<file path="config.mk">
export PLATFORM = sky130hd
export DESIGN_NAME = mmio_uart_tx
export DESIGN_NICKNAME = d
export VERILOG_FILES = /design/src/rtl/mmio_pkg.sv /design/src/rtl/sync_fifo.sv /design/src/rtl/mmio_uart_tx.sv
export SDC_FILE = /design/constraint.sdc
export NUM_CORES = 1
export LEC_CHECK = 0
export CAP_MARGIN = 20
export CORE_MARGIN = 1.5
export CORE_UTILIZATION = 59
export DETAILED_ROUTE_END_ITERATION = 7
export PLACE_DENSITY = 0.88
export SKIP_LAST_GASP = 1
export SYNTH_ARGS = -nofsm -noshare
export SYNTH_HDL_FRONTEND = slang
export SYNTH_SLANG_ARGS = --single-unit
</file>
<file path="constraint.sdc">
create_clock -name i_clk -period 7.8 [get_ports i_clk]
set_input_delay 1.56 -clock i_clk [delete_from_list [all_inputs] [get_ports i_clk]]
set_output_delay 1.56 -clock i_clk [all_outputs]
set_load 0.02 [all_outputs]
</file>
<file path="src/rtl/mmio_pkg.sv">
// mmio_pkg: definitions shared by the MMIO UART transmitter and its bench.
//   - word offsets of the four registers (i_addr[3:2])
//   - STATUS / CTRL bit positions
//   - transmitter FSM state enum
//   - eff_div(): maps a programmed divisor of 0 to 1
package mmio_pkg;

    localparam logic [1:0] OFF_DATA   = 2'd0;
    localparam logic [1:0] OFF_STATUS = 2'd1;
    localparam logic [1:0] OFF_DIV    = 2'd2;
    localparam logic [1:0] OFF_CTRL   = 2'd3;

    localparam int STAT_BUSY    = 0;
    localparam int STAT_FULL    = 1;
    localparam int STAT_EMPTY   = 2;
    localparam int STAT_OVF     = 3;
    localparam int STAT_CNT_LSB = 4;
    localparam int STAT_CNT_W   = 5;

    localparam int CTRL_TX_EN  = 0;
    localparam int CTRL_IRQ_EN = 1;

    typedef enum logic [1:0] {
        ST_IDLE  = 2'd0,
        ST_START = 2'd1,
        ST_DATA  = 2'd2,
        ST_STOP  = 2'd3
    } tx_state_t;

    // A divisor of 0 would never finish a bit, so it is run as 1.
    function automatic logic [15:0] eff_div(input logic [15:0] div);
        return (div == 16'd0) ? 16'd1 : div;
    endfunction

endpackage

</file>
<file path="src/rtl/sync_fifo.sv">
// sync_fifo: single-clock FIFO, no write-to-read bypass.
//   i_clk, rst (sync, active-low)
//   push/wdata : enqueue; accepted when not full, or when full and a pop
//                is accepted in the same cycle (count unchanged)
//   pop/rdata  : rdata is always the head entry; pop is ignored when empty
//   full, empty, count (0..DEPTH)
module sync_fifo #(
    parameter int DEPTH = 8,
    parameter int WIDTH = 8
) (
    input  logic                         i_clk,
    input  logic                         rst,
    input  logic                         push,
    input  logic                         pop,
    input  logic [WIDTH-1:0]             wdata,
    output logic [WIDTH-1:0]             rdata,
    output logic                         full,
    output logic                         empty,
    output logic [$clog2(DEPTH+1)-1:0]   count
);

    localparam int AW = (DEPTH > 1) ? $clog2(DEPTH) : 1;
    localparam int CW = $clog2(DEPTH + 1);

    logic [WIDTH-1:0] mem [DEPTH];
    logic [AW-1:0]    wr_ptr;
    logic [AW-1:0]    rd_ptr;
    logic             do_push;
    logic             do_pop;

    assign empty   = (count == '0);
    assign full    = (count == CW'(DEPTH));
    assign do_pop  = pop && !empty;
    // When full, the slot under wr_ptr is the head being popped this edge,
    // so overwriting it is safe.
    assign do_push = push && (!full || do_pop);
    assign rdata   = mem[rd_ptr];

    always_ff @(posedge i_clk) begin
        if (do_push) begin
            mem[wr_ptr] <= wdata;
        end
    end

    // DEPTH is a power of two, so pointer wrap is natural overflow.
    always_ff @(posedge i_clk) begin
        if (!rst) begin
            wr_ptr <= '0;
            rd_ptr <= '0;
            count  <= '0;
        end else begin
            if (do_push) wr_ptr <= wr_ptr + AW'(1);
            if (do_pop)  rd_ptr <= rd_ptr + AW'(1);
            case ({do_push, do_pop})
                2'b10:   count <= count + CW'(1);
                2'b01:   count <= count - CW'(1);
                default: count <= count;
            endcase
        end
    end

endmodule

</file>
<file path="src/rtl/mmio_uart_tx.sv">
// mmio_uart_tx: memory-mapped 8N1 UART transmitter with TX FIFO.
//   i_clk, rst        : clock, synchronous active-low reset
//   i_we, i_re        : bus write / read strobes
//   i_addr, i_wdata   : byte address, write data
//   o_rdata           : combinational read data (0 on miss or no read)
//   o_tx              : serial line, idle high
//   o_irq             : registered level irq = irq_en & empty & ~busy
// Register map (word offset i_addr[3:2]): DATA, STATUS, DIV, CTRL.
//
// Bus handshake: a request is the single-cycle i_we / i_re strobe with
// i_addr. There is no ready: a hitting write always commits at the edge
// where i_we is high, and a read returns in the same cycle.
module mmio_uart_tx
    import mmio_pkg::*;
#(
    parameter logic [31:0] BASE_ADDR  = 32'h1000_4000,
    parameter int          FIFO_DEPTH = 8,
    parameter logic [15:0] DIV_RST    = 16'd434
) (
    input  logic        i_clk,
    input  logic        rst,
    input  logic        i_we,
    input  logic        i_re,
    input  logic [31:0] i_addr,
    input  logic [31:0] i_wdata,
    output logic [31:0] o_rdata,
    output logic        o_tx,
    output logic        o_irq
);

    localparam int CW = $clog2(FIFO_DEPTH + 1);

    // bus decode
    logic       hit;
    logic       wr_hit;
    logic       rd_hit;
    logic [1:0] off;

    assign hit    = (i_addr[31:4] == BASE_ADDR[31:4]);
    assign wr_hit = i_we && hit;
    assign rd_hit = i_re && hit;
    assign off    = i_addr[3:2];

    // registers
    logic [15:0] div_reg;
    logic        tx_en;
    logic        irq_en;
    logic        overflow;
    logic        irq_q;

    // FIFO
    logic          push_req;
    logic          pop;
    logic [7:0]    fifo_rdata;
    logic          fifo_full;
    logic          fifo_empty;
    logic [CW-1:0] fifo_count;

    assign push_req = wr_hit && (off == OFF_DATA);

    sync_fifo #(
        .DEPTH (FIFO_DEPTH),
        .WIDTH (8)
    ) u_fifo (
        .i_clk (i_clk),
        .rst   (rst),
        .push  (push_req),
        .pop   (pop),
        .wdata (i_wdata[7:0]),
        .rdata (fifo_rdata),
        .full  (fifo_full),
        .empty (fifo_empty),
        .count (fifo_count)
    );

    // transmitter FSM
    tx_state_t   state, state_n;
    logic [15:0] cnt, cnt_n;
    logic [2:0]  bit_idx, bit_idx_n;
    logic [7:0]  shreg, shreg_n;
    logic [15:0] div_lat, div_lat_n;
    logic        last_tick;
    logic        busy;

    assign busy      = (state != ST_IDLE);
    assign last_tick = (cnt == div_lat - 16'd1);

    always_ff @(posedge i_clk) begin
        if (!rst) begin
            state   <= ST_IDLE;
            cnt     <= '0;
            bit_idx <= '0;
            shreg   <= '0;
            div_lat <= 16'd1;
        end else begin
            state   <= state_n;
            cnt     <= cnt_n;
            bit_idx <= bit_idx_n;
            shreg   <= shreg_n;
            div_lat <= div_lat_n;
        end
    end

    always_comb begin
        state_n   = state;
        cnt_n     = cnt;
        bit_idx_n = bit_idx;
        shreg_n   = shreg;
        div_lat_n = div_lat;
        pop       = 1'b0;
        case (state)
            ST_IDLE: begin
                if (tx_en && !fifo_empty) begin
                    pop       = 1'b1;
                    shreg_n   = fifo_rdata;
                    div_lat_n = eff_div(div_reg);
                    cnt_n     = '0;
                    state_n   = ST_START;
                end
            end
            ST_START: begin
                if (last_tick) begin
                    cnt_n     = '0;
                    bit_idx_n = '0;
                    state_n   = ST_DATA;
                end else begin
                    cnt_n = cnt + 16'd1;
                end
            end
            ST_DATA: begin
                if (last_tick) begin
                    cnt_n = '0;
                    if (bit_idx == 3'd7) begin
                        state_n = ST_STOP;
                    end else begin
                        bit_idx_n = bit_idx + 3'd1;
                        shreg_n   = shreg >> 1;
                    end
                end else begin
                    cnt_n = cnt + 16'd1;
                end
            end
            ST_STOP: begin
                if (last_tick) begin
                    cnt_n = '0;
                    // back-to-back frames: reload straight into START
                    if (tx_en && !fifo_empty) begin
                        pop       = 1'b1;
                        shreg_n   = fifo_rdata;
                        div_lat_n = eff_div(div_reg);
                        state_n   = ST_START;
                    end else begin
                        state_n = ST_IDLE;
                    end
                end else begin
                    cnt_n = cnt + 16'd1;
                end
            end
            default: state_n = ST_IDLE;
        endcase
    end

    always_comb begin
        case (state)
            ST_START: o_tx = 1'b0;
            ST_DATA:  o_tx = shreg[0];
            default:  o_tx = 1'b1;
        endcase
    end

    // register writes and irq
    always_ff @(posedge i_clk) begin
        if (!rst) begin
            div_reg  <= DIV_RST;
            tx_en    <= 1'b0;
            irq_en   <= 1'b0;
            overflow <= 1'b0;
            irq_q    <= 1'b0;
        end else begin
            irq_q <= irq_en && fifo_empty && !busy;
            if (push_req && fifo_full && !pop) begin
                overflow <= 1'b1;
            end
            if (wr_hit) begin
                case (off)
                    OFF_STATUS: if (i_wdata[STAT_OVF]) overflow <= 1'b0;
                    OFF_DIV:    div_reg <= i_wdata[15:0];
                    OFF_CTRL: begin
                        tx_en  <= i_wdata[CTRL_TX_EN];
                        irq_en <= i_wdata[CTRL_IRQ_EN];
                    end
                    default: ;
                endcase
            end
        end
    end

    assign o_irq = irq_q;

    // read mux
    logic [31:0] status_word;

    always_comb begin
        status_word                                 = '0;
        status_word[STAT_BUSY]                      = busy;
        status_word[STAT_FULL]                      = fifo_full;
        status_word[STAT_EMPTY]                     = fifo_empty;
        status_word[STAT_OVF]                       = overflow;
        status_word[STAT_CNT_LSB +: STAT_CNT_W]     = STAT_CNT_W'(fifo_count);
    end

    always_comb begin
        o_rdata = '0;
        if (rd_hit) begin
            case (off)
                OFF_STATUS: o_rdata = status_word;
                OFF_DIV:    o_rdata = {16'd0, div_reg};
                OFF_CTRL:   o_rdata = {30'd0, irq_en, tx_en};
                default:    o_rdata = '0;
            endcase
        end
    end

    logic unused_bits;
    assign unused_bits = ^{i_addr[1:0], i_wdata[31:16]};

endmodule
</file>
==> impl_metrics.py, run 1 <==
metrics = {
    "layout": {
        "drive_gt1_share_pct": 10.61,
        "nFillCells": 763,
        "nNetsFinal": 823,
        "area_growth_pct": 18.22,
        "insertedDiodeCount": 0,
        "largest_reg_flops": 64,
        "regArea_um2": 3483,
        "largest_register": "u_fifo.mem",
        "multi_input_area_um2": 3406,
    },
    "floorplan": {
        "start_util_pct": 60.04,
        "io_pins": 102,
        "die_x_um": 113.3,
        "dieArea_um2": 12840,
        "die_y_um": 113.3,
        "fp-row-count": 40,
        "core-area_um2": 11960,
    },
    "detailed_routing": {
        "wirelength_mm": 17.89,
        "vias_per_cell": 6.352,
        "drt_iter0_markers": 529,
        "wl_per_cell_um": 19.85,
        "ant_nets": 0,
        "dr.pass1.iters": 5,
        "vias": 5723,
        "drc_errors": 0,
    },
    "sta": {
        "fmax_mhz": 184.2,
        "final_hold_viol_count": 0,
        "rsz0062_at_grt": "no",
        "skew_ns": 0.01268,
        "setup-violations-final": 0,
        "finalMaxSlewViolations": 0,
        "slew-limit-headroom_pct": 26.53,
        "period_share_pct": 69.59,
        "period_needed_ns": 5.428,
        "tightest_slew_ns": 1.099,
        "setup_tns_ns": 0,
    },
    "global_routing": {
        "grt_pass1_vias": 5506,
        "grt-ovfl-total": 0,
        "grt_max_degree": 48,
        "antenna_found_initial": 0,
        "grt_pass1_wl_mm": 27.86,
        "track_usage_pct": 27.93,
    },
    "clocking": {
        "tritoncts": "done",
        "clockBufferDepth": 2,
        "cts_sinks": 142,
        "ctsResizeCount": 0,
        "clock-root-buffer": "clkbuf_16",
        "cts_setup_buffers": 0,
        "cts-hold-fix-buffers": 0,
        "path_clk_slew_ns": 0.06,
        "worstSkewPairLatency_ns": 0.43,
        "htree_levels": 4,
        "cts_made_buffers": 17,
    },
    "yosys": {
        "syn_avg_cell_area_um2": 10.50,
        "async_flop_share_pct": 0,
        "synth_top_area_share_pct": 26.76,
        "postSynthCellCount": 684,
        "yosysTopAreaCell": "edfxtp_1",
        "ys.flop_type": "dfxtp_1",
        "ys_top_cells_by_area": "edfxtp_1, dfxtp_1, mux4_2",
        "syn_area_um2": 7182,
        "synth-seq-cells": 142,
        "yosysSeqAreaShare_pct": 48.50,
        "yosysUniqueCellTypes": 76,
        "synth_edf_count": 64,
        "yosysMostFrequentCell": "dfxtp_1",
        "yosys_warnings": 0,
        "synth.top_cells.by_count": "dfxtp_1, edfxtp_1, nor2_1",
    },
    "power": {
        "pwr-share-comb_pct": 10.3,
        "power_density_nw_per_um2": 213.6,
        "p_leak_nw": 3.045,
        "p_sw_share_pct": 24.35,
        "power_w": 0.001814,
        "peakVddDrop_mv": 0.2004,
        "internal-power_w": 0.001372,
        "p_switching_w": 0.0004417,
        "clkPwrFrac_pct": 45.7,
        "pwr-share-seq_pct": 44.0,
    },
    "worst_setup_path": {
        "cpPeakStageDelay_ns": 0.64,
        "slowest_stage": "clkdlybuf4s50_1",
        "crit_end": "o_rdata[9]",
        "cp-end-kind": "primary output",
        "rrSetupSlack_ns": 3.31,
        "cpMostUsedCell": "clkdlybuf4s50_1",
        "path_class": "input pin to primary output",
        "crit_path_start": "i_addr[3]",
        "regToRegStartpoint": "div_lat[3]",
        "critPathLaunchType": "input pin",
        "reg2regPathDepth": 14,
        "critical_path_arrival_ns": 3.87,
        "r2r-end": "u_fifo.count[2]",
        "worstPathRequired_ns": 6.24,
        "cp_cell_sequence": "clkdlybuf4s50_1 > nor2b_1 > and3_1 > and2_1 > clkdlybuf4s50_1",
        "crit_fanout": 9,
    },
    "placed_design": {
        "gp_congestion": 0.8517,
        "hpwl_mm": 11.65,
        "io_buffers": 67,
    },
    "status": {
        "status": "completed",
    },
    "job": {
        "max_cap_viol_count": 0,
    },
    "min_path": {
        "holdCritPathClass": "flip-flop to flip-flop",
    },
}
cell usage in the layout (no fill, tap or decap), types with 8 or more instances in the layout:
cell type,count
nand3_1,35
a22oi_1,9
conb_1,16
ha_1,14
buf_4,8
xor2_1,11
inv_1,13
a21oi_1,30
dfxtp_1,78
clkbuf_16,17
nor2_1,57
o21ai_0,19
nor3_1,16
nor3b_1,9
nand2b_1,10
a21o_1,13
edfxtp_1,64
and2_1,10
xnor2_1,15
and3_1,14
nor4_1,19
clkdlybuf4s50_1,67
nand2_1,54
mux2i_1,25
mux4_2,16
per-stage QoR:
| stage | setup WS (ns) | std cells | util [%] | hold slack (ns) | instance area (um2) |
|---|---|---|---|---|---|
| final | 2.372 | 901 | 70.98 | 0.5093 | 8491 |
| after global routing | 2.265 | 901 | 70.98 | 0.5284 | 8491 |
| after CTS | 2.426 | 897 | 70.67 | 0.5010 | 8453 |
| after detailed placement | 2.455 | 865 | 65.58 | 0.4973 | 7844 |
| after global placement | 2.558 | 865 | 65.58 | 0.4720 | 7844 |
| after floorplan | 3.639 | 699 | - | 0.4469 | 7238 |
cells by family (layout without fill, tap and decap cells):
group | after synthesis | in the layout | synth area share (%)
AOI/OAI and AO/OA | 116 | 116 | 11.24
adders and majority gates | 14 | 14 | 2.439
DFF | 142 | 142 | 48.50
xor gates and xnor gates | 26 | 26 | 3.171
and+or+nand+nor | 272 | 272 | 20.61
other | 1 | 16 | 0.05221
muxes | 45 | 45 | 9.129
buffers and inverters | 68 | 123 | 4.861
final cells by class:
type	instances	share of cell area, %
sequential	142	41.03
multi-input combinational	489	40.11
timing repair buffer	77	8.871
clock buffer	20	5.261
tap	147	2.166
clock inverter	12	1.916
inverter	14	0.6484
power groups by stage:
stage	clock (W)	sequential, W	combinational (W)
6_report	0.000829	0.000797	0.000187
5_1_grt	0.000861	0.000798	0.000204
4_1_cts	0.000832	0.000797	0.000183
3_5_place_dp	0	0.000813	0.000182
3_3_place_gp	0	0.000811	0.000172
2_1_floorplan	0	0.000810	0.000123
routing by layer:
layer / vias to the layer above / track usage (%) / part of all wire (%) / routed length (um)
met1: 2762 / 35.34 / 40 / 7166
met5: - / 0 / 0 / 0
li1: 2622 / - / - / -
met3: 58 / 5.303 / 6.5 / 1154
met2: 281 / 46.75 / 50 / 8997
met4: 0 / 12.83 / 3.2 / 567
worst max-delay path, delay by kind of cell:
kind | cells | cell delay [ns]
and+or+nand+nor | 3 | 1.07
buffers and inverters | 2 | 1.23
how the worst min path moves through the flow:
stage	startpoint	endpoint	depth (start not counted)
floorplan	div_reg[0]	div_reg[0]	2
global placement	div_reg[0]	div_reg[0]	2
detailed placement	div_reg[10]	div_reg[10]	2
CTS	div_reg[0]	div_reg[0]	2
global route	div_reg[12]	div_reg[12]	2
finish	div_reg[0]	div_reg[0]	2
(Power assumes the default switching activity.)
==> run 2, diff against run 1 <==
--- a/config.mk
+++ b/config.mk
@@ -7,9 +7,9 @@
 export LEC_CHECK = 0
 export CAP_MARGIN = 20
 export CORE_MARGIN = 1.5
-export CORE_UTILIZATION = 59
+export CORE_UTILIZATION = 50
 export DETAILED_ROUTE_END_ITERATION = 7
-export PLACE_DENSITY = 0.88
+export PLACE_DENSITY = 0.8
 export SKIP_LAST_GASP = 1
 export SYNTH_ARGS = -nofsm -noshare
 export SYNTH_HDL_FRONTEND = slang
==> constraint.sdc (replaced) <==
create_clock -name i_clk -period 4.6 [get_ports i_clk]
set_input_delay 0.92 -clock i_clk [delete_from_list [all_inputs] [get_ports i_clk]]
set_output_delay 0.92 -clock i_clk [all_outputs]
set_load 0.02 [all_outputs]
==> run 2 against run 1 <==
Against the previous run: global-route usage is 4.2 points lower; via count shrank 2.8%; non-clock buffer count increased by 6; sequential share of layout area fell by 0.16 points; highest routed layer unchanged.
==> impl_metrics.py, run 2 (same netlist as run 1, synthesis figures left out) <==
metrics = {
    "power": {
        "power_density_nw_per_um2": 345.9,
        "clkPwrFrac_pct": 43.4,
        "peakVddDrop_mv": 0.3218,
        "internal-power_w": 0.002161,
        "pwr-share-comb_pct": 10.7,
        "power_w": 0.002948,
        "p_sw_share_pct": 26.70,
        "pwr-share-seq_pct": 45.8,
        "p_leak_nw": 3.055,
        "p_switching_w": 0.0007871,
    },
    "floorplan": {
        "start_util_pct": 51.54,
        "die_x_um": 122.9,
        "die_y_um": 122.9,
        "core-area_um2": 13930,
        "fp-row-count": 43,
        "io_pins": 102,
        "dieArea_um2": 15090,
    },
    "layout": {
        "drive_gt1_share_pct": 11.58,
        "largest_register": "u_fifo.mem",
        "nNetsFinal": 829,
        "area_growth_pct": 18.68,
        "final_common_cell": "dfxtp_1",
        "final_cell_mix": "dfxtp_1, clkdlybuf4s50_1, edfxtp_1",
        "nFillCells": 1070,
        "insertedDiodeCount": 0,
        "largest_reg_flops": 64,
    },
    "detailed_routing": {
        "wl_per_cell_um": 17.91,
        "vias": 5565,
        "dr.pass1.iters": 5,
        "drc_errors": 0,
        "drt_iter0_markers": 446,
        "wirelength_mm": 16.84,
        "vias_per_cell": 5.920,
        "ant_nets": 0,
    },
    "global_routing": {
        "track_usage_pct": 23.76,
        "grt-ovfl-total": 0,
        "grt_max_degree": 47,
        "grt_pass1_wl_mm": 27.34,
        "antenna_found_initial": 0,
        "grt_pass1_vias": 5435,
    },
    "clocking": {
        "htree_levels": 4,
        "cts_sinks": 142,
        "clock-root-buffer": "clkbuf_16",
        "tritoncts": "done",
        "cts_made_buffers": 17,
        "worstSkewPairLatency_ns": 0.43,
        "path_clk_slew_ns": 0.06,
        "clockBufferDepth": 2,
    },
    "worst_setup_path": {
        "worstPathRequired_ns": 4.96,
        "rrSetupSlack_ns": 0.30,
        "crit_fanout": 10,
        "slowest_stage": "or4b_2",
        "cpPeakStageDelay_ns": 0.67,
        "critical_path_arrival_ns": 4.66,
        "critPathLaunchType": "flip-flop",
        "cp-end-kind": "flip-flop",
        "path_class": "flip-flop to flip-flop",
        "cp_cell_sequence": "inv_1 > ha_1 > nand2b_1 > or4b_2 > a211oi_2 > o2111ai_2 > o41a_1 > nor3_4 > inv_4 > ha_1 > xor2_1 > ha_1 > a21oi_1 > xor2_1 > or3_1 > a21oi_1",
        "cpMostUsedCell": "ha_1",
    },
    "sta": {
        "setup_tns_ns": 0,
        "tightest_slew_ns": 0.9723,
        "setup-violations-final": 0,
        "rsz0062_at_grt": "no",
        "slew-limit-headroom_pct": 35.18,
        "skew_ns": 0.008752,
        "finalMaxSlewViolations": 0,
        "period_needed_ns": 4.300,
        "final_hold_viol_count": 0,
        "fmax_mhz": 232.5,
        "period_share_pct": 93.48,
    },
    "placed_design": {
        "io_buffers": 67,
        "hpwl_mm": 11.31,
        "gp_congestion": 0.8840,
    },
    "job": {
        "max_cap_viol_count": 0,
    },
    "min_path": {
        "holdCritPathClass": "flip-flop to flip-flop",
    },
    "status": {
        "status": "completed",
    },
}
-- run 2: repair_timing --
| item | CTS | global route |
|---|---|---|
| buffers inserted | 0 | 2 |
| hold buffers | 0 | 0 |
| resized for setup | 0 | 1 |
| endpoints found under the setup margin | 0 | 1 |
-- run 2: per-layer routing --
layer	GRT usage [%]	part of all wire [%]	vias to the layer above
met5	0	0	-
met4	9.448	1.8	0
met3	5.437	5.8	29
met2	38.82	50	196
met1	30.58	42	2697
li1	-	-	2643
-- run 2: final timing paths --
path / start / endpoint / depth (start not counted)
setup / recovery: div_lat[0] / u_fifo.count[2] / 16
hold / removal: div_reg[13] / div_reg[13] / 2
setup reg to reg: div_lat[0] / u_fifo.count[2] / 16
hold reg to reg: div_reg[13] / div_reg[13] / 2
-- run 2: layout make-up --
| class | instances | area [um2] | area share, % |
|---|---|---|---|
| flip-flops and latches | 142 | 3483 | 40.87 |
| multi-input cells | 489 | 3410 | 40.00 |
| repair buffers | 83 | 798.3 | 9.366 |
| clock buffers | 17 | 425.4 | 4.991 |
| well taps | 180 | 225.2 | 2.642 |
| clock inverters | 15 | 126.4 | 1.483 |
| inverters | 14 | 55.05 | 0.6459 |
-- run 2: stage by stage --
step	hold slack [ns]	utilization (%)	area (um2)	setup slack, ns	std cells
floorplan	0.4469	-	7238	0.4988	699
global placement	0.4723	56.96	7938	0.3796	905
detailed placement	0.4887	56.96	7938	0.2058	905
CTS	0.5042	60.92	8489	0.1658	937
global route	0.5210	61.17	8523	0.03880	940
finish	0.5028	61.17	8523	0.2997	940
-- run 2: power by group through the flow --
stage | Sequential (W) | Clock (W) | Combinational [W]
floorplan | 0.00137 | 0 | 0.000208
global placement | 0.00137 | 0 | 0.000295
detailed placement | 0.00138 | 0 | 0.000310
CTS | 0.00135 | 0.00129 | 0.000312
global route | 0.00135 | 0.00135 | 0.000348
finish | 0.00135 | 0.00128 | 0.000317
-- run 2: worst max-delay path, delay by kind of cell, from the launching register on --
| family | cells | cell delay [ns] |
|---|---|---|
| fa+ha+maj | 3 | 0.71 |
| flops | 1 | 0.33 |
| buf+inv | 2 | 0.21 |
| simple gates | 4 | 1.40 |
| xor+xnor | 2 | 0.27 |
| compound gates | 5 | 1.32 |
==> run 3, diff against run 2 <==
--- a/config.mk
+++ b/config.mk
@@ -14,3 +14,4 @@
 export SYNTH_ARGS = -nofsm -noshare
 export SYNTH_HDL_FRONTEND = slang
 export SYNTH_SLANG_ARGS = --single-unit
+export TNS_END_PERCENT = 30
==> results of run 3 <==
No change in the layout: final DEF, timing and power equal those of run 2.
